<file path="config.mk">
export PLATFORM = sky130hd
export DESIGN_NAME = cordic_sched
export DESIGN_NICKNAME = d
export VERILOG_FILES = /design/src/rtl/cordic_pkg.sv /design/src/rtl/rr_arbiter.sv /design/src/rtl/cordic_sched.sv
export SDC_FILE = /design/constraint.sdc
export NUM_CORES = 1
export LEC_CHECK = 0
export BUFFER_PORTS_ARGS = -buffer_cell sky130_fd_sc_hd__buf_2
export CORE_MARGIN = 2
export CORE_UTILIZATION = 40
export DETAILED_ROUTE_END_ITERATION = 7
export GPL_TIMING_DRIVEN = 1
export PLACE_DENSITY = 0.81
export SLEW_MARGIN = 5
export SYNTH_ARGS = -nofsm -noshare
export SYNTH_HDL_FRONTEND = slang
export SYNTH_SLANG_ARGS = --single-unit
</file>
<file path="constraint.sdc">
create_clock -name clk -period 3.65 [get_ports clk]
set_input_delay 0.5475 -clock clk [delete_from_list [all_inputs] [get_ports clk]]
set_output_delay 0.5475 -clock clk [all_outputs]
set_load 0.01 [all_outputs]
</file>
<file path="src/rtl/cordic_pkg.sv">
// Shared widths, fixed-point constants and scheduler state encoding for the
// e^x CORDIC scheduler.
package cordic_pkg;

  localparam int X_W    = 32;
  localparam int Y_W    = 64;
  localparam int FRAC_X = 16;
  localparam int FRAC_Y = 32;

  localparam logic [Y_W-1:0] ONE_Y = 64'h0000_0001_0000_0000;

  typedef enum logic [2:0] {
    IDLE,
    INIT,
    START,
    WAIT,
    RESP
  } sched_state_t;

endpackage

</file>
<file path="src/rtl/rr_arbiter.sv">
// Combinational round-robin pick: the first asserted request at or after the
// pointer, wrapping past N_REQ-1 back to 0.
module rr_arbiter #(
  parameter int N_REQ = 4,
  parameter int ID_W  = 2
) (
  input  logic [N_REQ-1:0] req_i,
  input  logic [ID_W-1:0]  ptr_i,
  output logic [N_REQ-1:0] gnt_o,
  output logic [ID_W-1:0]  idx_o,
  output logic             any_o
);

  logic [ID_W-1:0] candIdx;

  always_comb begin
    candIdx = '0;
    gnt_o   = '0;
    idx_o   = '0;
    any_o   = 1'b0;
    for (int k = 0; k < N_REQ; k++) begin
      candIdx = ID_W'((int'(ptr_i) + k) % N_REQ);
      if (!any_o && req_i[candIdx]) begin
        any_o          = 1'b1;
        gnt_o[candIdx] = 1'b1;
        idx_o          = candIdx;
      end
    end
  end

endmodule

</file>
<file path="src/rtl/cordic_sched.sv">
// Time-shares one e^x CORDIC engine among N_REQ requesters: round-robin grant,
// engine re-init/start sequencing, watchdog abort and a tagged response channel.
module cordic_sched
  import cordic_pkg::*;
#(
  parameter int N_REQ   = 4,
  parameter int ID_W    = 2,
  parameter int TIMEOUT = 48
) (
  input  logic                   clk,
  input  logic                   rst,
  input  logic [N_REQ-1:0]       req_valid,
  input  logic [N_REQ*X_W-1:0]   req_x,
  output logic [N_REQ-1:0]       req_ready,
  output logic                   resp_valid,
  input  logic                   resp_ready,
  output logic [ID_W-1:0]        resp_id,
  output logic [Y_W-1:0]         resp_y,
  output logic                   resp_err,
  output logic [X_W-1:0]         eng_x,
  output logic                   eng_rst,
  output logic                   eng_en,
  input  logic [Y_W-1:0]         eng_y,
  input  logic                   eng_valid
);

  localparam int WD_W = $clog2(TIMEOUT + 1);

  sched_state_t    state_q, state_d;
  logic [ID_W-1:0] rrPtr_q, rrPtr_d;
  logic [ID_W-1:0] opId_q, opId_d;
  logic [X_W-1:0]  opX_q, opX_d;
  logic [Y_W-1:0]  respY_q, respY_d;
  logic            respErr_q, respErr_d;
  logic [WD_W-1:0] wdog_q, wdog_d;

  logic [N_REQ-1:0] gnt;
  logic [ID_W-1:0]  gntIdx;
  logic             gntAny;
  logic [WD_W-1:0]  wdNext;

  rr_arbiter #(
    .N_REQ (N_REQ),
    .ID_W  (ID_W)
  ) u_arb (
    .req_i (req_valid),
    .ptr_i (rrPtr_q),
    .gnt_o (gnt),
    .idx_o (gntIdx),
    .any_o (gntAny)
  );

  assign wdNext = wdog_q + WD_W'(1);

  always_comb begin
    state_d    = state_q;
    rrPtr_d    = rrPtr_q;
    opId_d     = opId_q;
    opX_d      = opX_q;
    respY_d    = respY_q;
    respErr_d  = respErr_q;
    wdog_d     = wdog_q;
    req_ready  = '0;
    resp_valid = 1'b0;
    eng_rst    = rst;
    eng_en     = 1'b0;

    unique case (state_q)
      IDLE: begin
        if (gntAny && !rst) begin
          req_ready = gnt;
          opId_d    = gntIdx;
          opX_d     = req_x[int'(gntIdx)*X_W +: X_W];
          rrPtr_d   = ID_W'((int'(gntIdx) + 1) % N_REQ);
          state_d   = INIT;
        end
      end
      INIT: begin
        eng_rst = 1'b1;
        state_d = START;
      end
      START: begin
        eng_en  = !rst;
        wdog_d  = '0;
        state_d = WAIT;
      end
      WAIT: begin
        wdog_d = wdNext;
        // A result landing on the same cycle as the deadline still counts.
        if (eng_valid) begin
          respY_d   = eng_y;
          respErr_d = 1'b0;
          state_d   = RESP;
        end else if (wdNext == WD_W'(TIMEOUT)) begin
          respY_d   = '0;
          respErr_d = 1'b1;
          eng_rst   = 1'b1;
          state_d   = RESP;
        end
      end
      RESP: begin
        resp_valid = 1'b1;
        if (resp_ready) begin
          state_d = IDLE;
        end
      end
      default: state_d = IDLE;
    endcase
  end

  always_ff @(posedge clk) begin
    if (rst) begin
      state_q   <= IDLE;
      rrPtr_q   <= '0;
      opId_q    <= '0;
      opX_q     <= '0;
      respY_q   <= '0;
      respErr_q <= 1'b0;
      wdog_q    <= '0;
    end else begin
      state_q   <= state_d;
      rrPtr_q   <= rrPtr_d;
      opId_q    <= opId_d;
      opX_q     <= opX_d;
      respY_q   <= respY_d;
      respErr_q <= respErr_d;
      wdog_q    <= wdog_d;
    end
  end

  assign resp_id  = opId_q;
  assign resp_y   = respY_q;
  assign resp_err = respErr_q;
  assign eng_x    = opX_q;

endmodule

</file>
==> metrics.md, run 1 <==
| Metric | Value |
|---|---|
| Worst-margin pin slew | about 1.2 ns |
| Startpoint class of the critical path | flop |
| CP Data Arrival Time | around 2.8 ns |
| Simple-gate share of the synthesized area | roughly an eighth |
| Vias in the first global route | approximately 5.2k |
| Net switching power | between 1 and 1.5 mW |
| Synth Cell Area | approximately 5300 µm² |
| Setup TNS | 0 ns |
| Unrepaired setup endpoints after global routing | no |
| Initial Util | between 40% and 50% |
| Drt pass-1 iters | 5 |
| VDD IR max | slightly below 0.0003 V |
| Tcrit/Tclk final | 92.63% |
| Max Cap Viol | 0 |
| DRC | 0 |
| P&R area growth vs syn | 35.04% |
| Reg power frac | 37.5% |
| Largest net degree at the start of global routing | 70 |
| P_leak | 3.368 nW |
| CP max-delay cell | or3b_2 |
| Via/cell ratio | about 5.4 |
| Yosys warns | 0 |
| Post-layout min period | about 3.4 ns |
| Post-Synth Adder-Cell Area | ~2.1% |
| Max stage delay on crit path | between 0.4 and 0.5 ns |
| Setup slack after layout | 0.2690 ns |
| WL/cell | between 15 and 20 µm |
| Crit path buf inv count | 2 |
| Final Instance Count excl. Fillers | approximately 1.0k |
| Min-delay worst type | input pin to flop |
| DR vias | between 5k and 6k |
| Clock Latency Late Sink | between 0.3 and 0.4 ns |
| Routed Antenna Nets | 0 |
| Seq/Total Area, Yosys | roughly two fifths |
| Unique masters post-synth | 49 |
| Cells along the critical path | inv_1 -> ha_1 -> or3b_2 -> o21ai_0 -> a21boi_0 -> o21ai_1 -> a221oi_1 -> nor2_1 -> buf_2 |
| Slew Limit Fails | 0 |
| Final hold violations | 0 |
| IO Pins | roughly 310 |
| Final setup fails | 0 |
| Nets | 1071 |
| Met2 Use GR | 37.96% |
| Clock Power Share | between 20% and 30% |
| Power per cell area | 530.1 nW/µm² |
| CTS hold repair buffers | 0 |
| Syn_nets | ~800 |
| XOR/XNOR Fraction of Synth Area | less than 1% |
| Final WL | roughly 16000 µm |
| Multiplexer share of the synthesized area | between 10% and 20% |
| Worst Skew | 0.009152 ns |
| Max Clk Rate | 0.2958 GHz |
| Relative slew slack | a little over a fifth |
| # rows | 42 |
| Hold slack final | between 0.4 and 0.5 ns |
| CTS tree | built |
| Die X | about 120 µm |
| Synth Area per Inst | 9.023 µm² |
| Die Y | 119.6 µm |
| Switching Share | between 30 and 40% |
| CTS Root Cell | clkbuf_16 |
| Synth Instances | about 590 |
| Fraction of registers with async set or reset after synthesis | 0% |
| Clock H-tree levels | 3 |
| Largest family of logic cells by synthesized area | compound AO/OA/AOI/OAI gates |
| GRT Max-Usage Layer | met2 |
| Crit-path leading delay family | compound AO/OA/AOI/OAI gates |
| Register-to-register setup slack | around 0.3 ns |
| Port bufs | roughly 310 |
| CP required | between 3 and 4 ns |
| Final GP Congestion | 0.9222 |
| Num Clock Sinks | 110 |
| Comb pwr share | around 38% |
| First-pass GRT wire length | ~25000 µm |
| Seq cells post-synth | 110 |
| Share of layout cells above drive strength 1 | around two fifths |
| Critical path class | flop to output pin |
| CP Capture Type | output pin |
| Total Power | 3.824 mW |
| Worst-path fanout max | 8 |
| Primary FF master, synth | dfxtp_1 |
| Total clock buffers created by CTS | 9 |
| Placeable Area | about 13000 µm² |
| Clk slew on worst S/H paths | about 0.080 ns |
| GR Layer Usage met1 | approximately a quarter |
| Number of diodes | 0 |
| Global Route Usage Sum | ~22% |
| Detailed Place HPWL | 12070 µm |
| Clock Tree Buf Depth | 2 |
| Outcome | complete, no violations |
| Initial antenna violation count | 0 |
| Compound-gate portion of the synthesized area | 28.34% |
| Place WS | 0.1995 ns |
| Internal Pwr Total | 2.450 mW |
| Die Area | 14290 µm² |
| Post-synth EDFFs | 0 |
| GR Layer Usage met3 | about 5.8% |
| Gr ovfl total | 0 |
| Placed cells | approximately 1k |
| 1st-iter DRT viols | approximately 390 |
[state kept, by name, indices dropped and copies added, names as in the netlist]
register  cells
resp_y       64
resp_id       2
resp_err      1
state_q       3
wdog_q        6
eng_x        32
rrPtr_q       2
[cells in the final DEF (no fill, tap or decap), types with 10 or more instances in the layout]
master      n
nand2_1    34
a22oi_1    72
o211ai_1   49
dfxtp_1   110
buf_2     305
a21oi_1    10
mux2i_1    36
a221oi_1   12
o21bai_1   24
nor2_1     91
[synthesized netlist by cell type (all sizes together) (2+ instances only)]
master | count | area (µm²)
inv | 7 | 26.28
nand2 | 34 | 127.6
a22oi | 72 | 540.5
a21o | 2 | 15.01
o22ai | 8 | 50.05
nor2b | 3 | 26.27
o21ai | 8 | 40.04
nor3 | 9 | 45.04
mux2i | 36 | 360.4
a21oi | 11 | 55.05
or3 | 3 | 18.77
ha | 9 | 112.6
mux4 | 3 | 67.56
nor2 | 92 | 345.3
a221oi | 12 | 105.1
mux2 | 8 | 112.6
clkbuf | 38 | 142.6
or3b | 2 | 17.52
or2 | 2 | 12.52
o21bai | 25 | 187.7
dfxtp | 110 | 2202
buf | 18 | 122.6
o21a | 2 | 15.01
a221o | 8 | 80.08
o211ai | 49 | 367.9
nand3 | 6 | 30.03
[per-layer routing]
metal | wire length (µm) | share of wire [%]
met2 | 8070 | 49
met5 | 0 | 0
met1 | 6637 | 40
met4 | 344 | 2.1
met3 | 1441 | 8.7
[power groups by stage]
stage	clock [mW]	sequential [mW]	combinational, mW
2_1_floorplan	0	1.52	0.964
3_3_place_gp	0	1.45	1.41
3_5_place_dp	0	1.45	1.43
4_1_cts	0.990	1.43	1.43
5_1_grt	1.04	1.45	1.56
6_report	0.957	1.43	1.43
[cells by family (layout without fill, tap and decap cells)]
| family | after synthesis | after routing |
|---|---|---|
| AOI/OAI and AO/OA | 204 | 204 |
| and+or+nand+nor | 158 | 158 |
| DFF | 110 | 110 |
| buffers and inverters | 63 | 338 |
| muxes | 47 | 47 |
| adders and majority gates | 9 | 9 |
| xor gates and xnor gates | 1 | 1 |
[tightest hold or removal path: stages]
cell     delay (ns)
buf_2          0.07
a22oi_1        0.06
nor2_1         0.07
[through the flow]
step / cell area (µm²) / util, %
final: 7213 / 54.90
after global routing: 7213 / 54.90
after CTS: 7209 / 54.88
after detailed placement: 6917 / 52.65
after global placement: 6917 / 52.65
after floorplan: 5341 / -
[final timing paths]
path                                  from            to  depth (start not counted)
worst max-delay path            rrPtr_q[1]  req_ready[3]                          9
worst max register to register  rrPtr_q[1]     eng_x[10]                          9
worst min-delay path             eng_y[53]    resp_y[53]                          3
worst min register to register  resp_id[1]    resp_id[1]                          2
[timing repair]
| item | in CTS | in global routing |
|---|---|---|
| buffers inserted | 0 | 0 |
| gates resized for setup | 0 | 2 |
| setup endpoints to repair | 0 | 22 |
[cell type report]
class                           instances  area (µm²)
Clock inverter                          7       67.56
Timing Repair Buffer                  315        1605
Clock buffer                            9       225.2
Sequential cell                       110        2202
Fill cell                            1255        5924
Inverter                                7       26.28
Tap cell                              176       220.2
Multi-Input combinational cell        419        2867
Note: power is estimated with default switching activity, not from simulation.
==> run 2: changes to the inputs <==
--- a/config.mk
+++ b/config.mk
@@ -6,11 +6,11 @@
 export NUM_CORES = 1
 export LEC_CHECK = 0
 export BUFFER_PORTS_ARGS = -buffer_cell sky130_fd_sc_hd__buf_2
-export CORE_MARGIN = 2
-export CORE_UTILIZATION = 40
+export CORE_AREA = 2 2 120 122
 export DETAILED_ROUTE_END_ITERATION = 7
+export DIE_AREA = 0 0 122 124
 export GPL_TIMING_DRIVEN = 1
-export PLACE_DENSITY = 0.81
+export PLACE_DENSITY = 0.76
 export SLEW_MARGIN = 5
 export SYNTH_ARGS = -nofsm -noshare
 export SYNTH_HDL_FRONTEND = slang
==> constraint.sdc (replaced) <==
create_clock -name clk -period 3.5 [get_ports clk]
set_input_delay 0.525 -clock clk [delete_from_list [all_inputs] [get_ports clk]]
set_output_delay 0.525 -clock clk [all_outputs]
set_load 0.01 [all_outputs]
==> metrics.md, run 2 (same netlist as run 1, synthesis figures left out) <==
| Metric | Value |
|---|---|
| Die Area | 15130 µm² (was 14290 µm²) |
| Placeable Area | 13720 µm² (was 13140 µm²) |
| Cells along the critical path | inv_1 -> ha_1 -> buf_4 -> or3b_2 -> o21ai_0 -> a21boi_0 -> o21ai_2 -> a221oi_1 -> nor2_1 -> buf_2 (was inv_1 -> ha_1 -> or3b_2 -> o21ai_0 -> a21boi_0 -> o21ai_1 -> a221oi_1 -> nor2_1 -> buf_2) |
| HP Start | eng_y[32] (was eng_y[53]) |
| Crit path buf inv count | 3 (was 2) |
| Worst-margin pin slew | 0.9317 ns (was 1.182 ns) |
| Final GP Congestion | 0.8833 (was 0.9222) |
| Num Clock Sinks | 110 (unchanged) |
| Area of the multi-input gates | 2870 µm² (was 2867 µm²) |
| Sequential standard cell area | 2203 µm² (was 2202 µm²) |
| Worst R2R Path Depth | 9 (unchanged) |
| 1st-iter DRT viols | 392 (was 386) |
| Worst Skew | 0.009215 ns (was 0.009152 ns) |
| Global Route Usage Sum | 21.59% (was 22.05%) |
| Nets | 1073 (was 1071) |
| Hold path endpoint | resp_y[32] (was resp_y[53]) |
| DRC | 0 (unchanged) |
| Startpoint class of the critical path | flop (unchanged) |
| Detailed Place HPWL | 12980 µm (was 12070 µm) |
| Post-layout min period | about 3.2 ns |
| Clock Latency Late Sink | 0.35 ns (about the same) |
| Most frequent cells in the layout | buf_2 (305), dfxtp_1 (109), nor2_1 (91), a22oi_1 (72), o211ai_1 (49) (was buf_2 (305), dfxtp_1 (110), nor2_1 (91), a22oi_1 (72), o211ai_1 (49)) |
| Initial antenna violation count | 1 (was 0) |
| Port bufs | 305 (unchanged) |
| CTS Root Cell | clkbuf_16 (unchanged) |
| Initial Util | 38.93% (was 40.66%) |
| Final setup fails | 0 (unchanged) |
| First-pass GRT wire length | 25660 µm (was 25470 µm) |
| Max Cap Viol | 0 (unchanged) |
| Unrepaired setup endpoints after global routing | no (unchanged) |
| Outcome | complete, no violations (unchanged) |
| Final WL | 17370 µm (was 16490 µm) |
| Setup TNS | 0 ns (unchanged) |
| VDD IR max | 0.0003567 V (was 0.0002978 V) |
| Die Y | 124 µm (was 119.6 µm) |
| Vias in the first global route | 5069 (was 5207) |
| Relative slew slack | 37.23% (was 21.19%) |
| Slew Limit Fails | 0 (unchanged) |
| CP Data Arrival Time | 2.65 ns (was 2.83 ns) |
| CTS tree | built (unchanged) |
| Critical path class | flop to output pin (unchanged) |
| # rows | 43 (was 42) |
| R2R Path Start | rrPtr_q[1] (unchanged) |
| Worst r2r dst | eng_x[20] (was eng_x[10]) |
| Crit-path leading delay family | compound AO/OA/AOI/OAI gates (unchanged) |
| FILL cells | 1291 (was 1255) |
| Clk slew on worst S/H paths | 0.08 ns (about the same) |
| Commonest non-fill, non-tap cell in the layout | buf_2 (unchanged) |
| Clock H-tree levels | 3 (unchanged) |
| Register-to-register setup slack | 0.35 ns (was 0.30 ns) |
| P_leak | 3.391 nW (was 3.368 nW) |
| Largest net degree at the start of global routing | 70 (unchanged) |
| Drt pass-1 iters | 5 (unchanged) |
| Max stage delay on crit path | 0.45 ns (was 0.49 ns) |
| Via/cell ratio | 5.375 (was 5.414) |
| Met2 Use GR | 37.95% (was 37.96%) |
| Worst-path fanout max | 7 (was 8) |
| GR Layer Usage met3 | 6.227% (was 5.798%) |
| Die X | 122 µm (was 119.6 µm) |
| Clock Tree Buf Depth | 2 (unchanged) |
| Share of layout cells above drive strength 1 | 40.62% (was 40.25%) |
| GRT Max-Usage Layer | met2 (unchanged) |
| Post-CTS Setup Inserts | 0 (unchanged) |
| Total clock buffers created by CTS | 9 (unchanged) |
| DR vias | 5644 (was 5647) |
| Place WS | 0.2699 ns (was 0.1995 ns) |
| CP Capture Type | output pin (unchanged) |
| Gr ovfl total | 0 (unchanged) |
| GR Layer Usage met1 | 24.50% (was 26.44%) |
| Worst hold path cell count | 3 (unchanged) |
| Max reg flops | 64 (unchanged) |
| Tcrit/Tclk final | 90.80% |
| P&R area growth vs syn | 35.77% (was 35.04%) |
| CP required | 2.97 ns (was 3.10 ns) |
| Min-delay worst type | input pin to flop (unchanged) |
| CTS hold repair buffers | 0 (unchanged) |
| Hold slack final | 0.4158 ns (was 0.4437 ns) |
| Max Clk Rate | around 0.31 GHz |
| CP max-delay cell | or3b_2 (unchanged) |
| Setup slack after layout | 0.3220 ns (was 0.2690 ns) |
| Final hold violations | 0 (unchanged) |
| Power per cell area | 555.9 nW/µm² (was 530.1 nW/µm²) |
| Routed Antenna Nets | 0 (unchanged) |
| WL/cell | 16.54 µm (was 15.81 µm) |
| IO Pins | 306 (unchanged) |
run 2: cell count changes in the layout (fill, tap and decap cells not counted), sizes merged:
| cell | change |
|---|---|
| buf | +2 |
| clkinv | +3 |
| clkinvlp | -2 |
| diode | +1 |
| inv | -1 |
run 2: where the power goes:
part / total (mW) / internal, mW / switching (mW)
clock: 1.02 / 0.507 / 0.517
sequential: 1.50 / 1.41 / 0.0951
combinational: 1.51 / 0.653 / 0.854
total: 4.03 / 2.57 / 1.47
run 2: per-stage QoR:
| stage | power [mW] | cell area [µm²] | utilization (%) | std cells |
|---|---|---|---|---|
| after floorplan | 2.586 | 5341 | - | 592 |
| after global placement | 3.004 | 6937 | 50.56 | 1033 |
| after detailed placement | 3.019 | 6937 | 50.56 | 1033 |
| after CTS | 4.049 | 7244 | 52.80 | 1049 |
| after global routing | 4.265 | 7252 | 52.86 | 1050 |
| final | 4.031 | 7252 | 52.86 | 1050 |
run 2: area by class of cell:
class / count / share of cell area (%)
tap: 180 / 3.106
sequential: 110 / 30.38
antenna: 1 / 0.03451
inverter: 7 / 0.3623
clock buffer: 9 / 3.106
timing repair buffer: 317 / 22.29
multi-input combinational: 419 / 39.58
clock inverter: 7 / 1.139
run 2: worst reg2reg max path, delay by kind of cell, from the launching register on:
family	cells	cell delay, ns
multiplexers	2	0.71
buffers and inverters	2	0.70
AND/OR/NAND/NOR	2	0.65
flip-flops	1	0.42
adder cells (fa/ha/maj)	1	0.32
AO/OA/AOI/OAI	2	0.25
run 2: layer usage:
layer / wire length, µm / vias up
li1: - / 2745
met1: 6700 / 2621
met2: 8669 / 252
met3: 1574 / 26
met4: 420 / 0
met5: 0 / -
run 2: what timing repair did:
item,CTS,global route
pin swaps,0,0
resized for setup,1,2
endpoints found under the setup margin,4,7
run 2: worst max-delay path by stage:
stage | startpoint | end | cells after the start
finish | rrPtr_q[1] | req_ready[1] | 10
global placement | rrPtr_q[1] | eng_x[20] | 9
global route | rrPtr_q[1] | req_ready[2] | 10
CTS | rrPtr_q[1] | req_ready[2] | 10
floorplan | rrPtr_q[0] | eng_x[28] | 15
detailed placement | rrPtr_q[1] | eng_x[16] | 9
==> run 3: changes to the inputs <==
--- a/config.mk
+++ b/config.mk
@@ -6,11 +6,11 @@
 export NUM_CORES = 1
 export LEC_CHECK = 0
 export BUFFER_PORTS_ARGS = -buffer_cell sky130_fd_sc_hd__buf_2
-export CORE_AREA = 2 2 120 122
+export CORE_MARGIN = 2
+export CORE_UTILIZATION = 35
 export DETAILED_ROUTE_END_ITERATION = 7
-export DIE_AREA = 0 0 122 124
 export GPL_TIMING_DRIVEN = 1
-export PLACE_DENSITY = 0.76
+export PLACE_DENSITY = 0.7
 export SLEW_MARGIN = 5
 export SYNTH_ARGS = -nofsm -noshare
 export SYNTH_HDL_FRONTEND = slang
==> metrics.md, run 3 (same netlist as run 1, synthesis figures left out) <==
| Metric | Value |
|---|---|
| Max Cap Viol | 0 (unchanged) |
| CP max-delay cell | dfxtp_1 (was or3b_2) |
| Die Y | 127.5 µm (was 124 µm) |
| FILL cells | 1486 (was 1291) |
| Post-layout min period | 3.271 ns (was 3.178 ns) |
| Area of the multi-input gates | 2870 µm² (unchanged) |
| CTS tree | built (unchanged) |
| Drt pass-1 iters | 6 (was 5) |
| Final Instance Count excl. Fillers | 1062 (was 1050) |
| Clock Latency Late Sink | 0.35 ns (about the same) |
| P&R area growth vs syn | 36.68% (was 35.77%) |
| DRC | 0 (unchanged) |
| Gr ovfl total | 0 (unchanged) |
| Max stage delay on crit path | 0.47 ns (was 0.45 ns) |
| Sequential standard cell area | 2202 µm² (was 2203 µm²) |
| Unrepaired setup endpoints after global routing | no (unchanged) |
| Worst R2R Path Depth | 9 (unchanged) |
| Num Clock Sinks | 110 (unchanged) |
| Power per cell area | 563.2 nW/µm² (was 555.9 nW/µm²) |
| Final hold violations | 0 (unchanged) |
| Placeable Area | 15030 µm² (was 13720 µm²) |
| Global Route Usage Sum | 20.01% (was 21.59%) |
| Initial antenna violation count | 3 (was 1) |
| Setup TNS | 0 ns (unchanged) |
| Final setup fails | 0 (unchanged) |
| Relative slew slack | 36.83% (was 37.23%) |
| WL/cell | 16.33 µm (was 16.54 µm) |
| CP Data Arrival Time | 2.75 ns (was 2.65 ns) |
| Worst-margin pin slew | 0.9376 ns (was 0.9317 ns) |
| Crit path buf inv count | 3 (unchanged) |
| Clock Tree Buf Depth | 2 (unchanged) |
| Hold slack final | 0.4185 ns (was 0.4158 ns) |
| Fin util | 48.56% (was 52.86%) |
| Placed inst area | 6962 µm² (was 6937 µm²) |
| Worst hold path cell count | 3 (unchanged) |
| CP required | 2.97 ns (about the same) |
| Vias in the first global route | 5237 (was 5069) |
| Final WL | 17340 µm (was 17370 µm) |
| Total clock buffers created by CTS | 9 (unchanged) |
| Worst Skew | 0.008863 ns (was 0.009215 ns) |
| Cells along the critical path | inv_1 -> ha_1 -> buf_4 -> or3b_2 -> o21ai_0 -> a21boi_0 -> o21ai_2 -> a221oi_1 -> nor2_1 -> buf_2 (unchanged) |
| Tcrit/Tclk final | 93.46% (was 90.80%) |
| Nets | 1075 (was 1073) |
| Worst-path fanout max | 7 (unchanged) |
| Clk slew on worst S/H paths | 0.08 ns (about the same) |
| 1st-iter DRT viols | 391 (was 392) |
| Startpoint class of the critical path | flop (unchanged) |
| DR vias | 5685 (was 5644) |
| Slew Limit Fails | 0 (unchanged) |
| Largest net degree at the start of global routing | 66 (was 70) |
| Placed cells | 1043 (was 1033) |
| Initial Util | 35.53% (was 38.93%) |
| VDD IR max | 0.0002863 V (was 0.0003567 V) |
| Max reg flops | 64 (unchanged) |
| Post-CTS Setup Inserts | 0 (unchanged) |
| Die X | 127.5 µm (was 122 µm) |
| Final GP Congestion | 0.9072 (was 0.8833) |
| CP Capture Type | output pin (unchanged) |
| Commonest non-fill, non-tap cell in the layout | buf_2 (unchanged) |
| Clock H-tree levels | 3 (unchanged) |
| Via/cell ratio | 5.353 (was 5.375) |
| Outcome | complete, no violations (unchanged) |
| Detailed Place HPWL | 12890 µm (was 12980 µm) |
| # rows | 45 (was 43) |
| Port bufs | 305 (unchanged) |
| Die Area | 16270 µm² (was 15130 µm²) |
| Final instance area | 7301 µm² (was 7252 µm²) |
| CTS Root Cell | clkbuf_16 (unchanged) |
| Place WS | 0.3053 ns (was 0.2699 ns) |
| First-pass GRT wire length | 25940 µm (was 25660 µm) |
| Critical path class | flop to output pin (unchanged) |
| Crit-path leading delay family | simple AND/OR/NAND/NOR gates (was compound AO/OA/AOI/OAI gates) |
| P_leak | 3.417 nW (was 3.391 nW) |
| Max Clk Rate | 0.3057 GHz (was 0.3147 GHz) |
| Total Power | 4.111 mW (was 4.031 mW) |
| Min-delay worst type | input pin to flop (unchanged) |
| Share of layout cells above drive strength 1 | 40.64% (was 40.62%) |
| WP depth | 10 (unchanged) |
| Most frequent cells in the layout | buf_2 (305), dfxtp_1 (110), nor2_1 (91), a22oi_1 (72), o211ai_1 (49) (was buf_2 (305), dfxtp_1 (109), nor2_1 (91), a22oi_1 (72), o211ai_1 (49)) |
| Routed Antenna Nets | 0 (unchanged) |
| IO Pins | 306 (unchanged) |
| Setup slack after layout | 0.2288 ns (was 0.3220 ns) |
## run 3: cell types whose count changed in the layout (fill, tap and decap cells not counted)
cell        change
bufinv_16       +1
clkinvlp_4      -1
buf_4           +2
clkinv_4        -1
dfxtp_2         -1
clkinv_8        -1
dfxtp_1         +1
inv_8           +2
diode_2         +2
## run 3: worst paths after layout
check / start / endpoint / slack [ns]
worst max register to register: rrPtr_q[1] / eng_x[17] / 0.26
worst min-delay path: eng_y[28] / resp_y[28] / 0.42
worst min register to register: eng_x[30] / eng_x[30] / 0.47
worst max-delay path: rrPtr_q[1] / req_ready[2] / 0.23
## run 3: tightest hold or removal path: cells and delay by family
kind	cells	cell delay, ns
buf+inv	1	0.07
simple gates	1	0.07
compound gates	1	0.07
## run 3: cell type report
cell class	instances	share of cell area (%)
Antenna cell	3	0.1028
Clock buffer	9	3.085
Clock inverter	7	1.405
Inverter	7	0.3599
Multi-Input combinational cell	419	39.31
Sequential cell	110	30.16
Tap cell	188	3.222
Timing Repair Buffer	319	22.35
## run 3: power by group
part           leakage [nW]  internal [mW]  switching (mW)
combinational          2.36          0.658           0.851
clock                 0.160          0.582           0.518
sequential            0.895           1.41          0.0961
total                  3.42           2.65            1.47
## run 3: layer usage
metal  share of wire, %  global-route usage [%]  up-vias
met4                2.9                   8.985        0
met1                 39                   22.40     2605
met2                 49                   35.26      290
li1                   -                       -     2756
met3                9.4                   5.737       34
met5                  0                       0        -
## run 3: what timing repair did
item,4_1_cts,5_1_grt
cloned,0,0
hold buffers,0,0
gates resized for setup,1,1
setup endpoints to repair,4,4
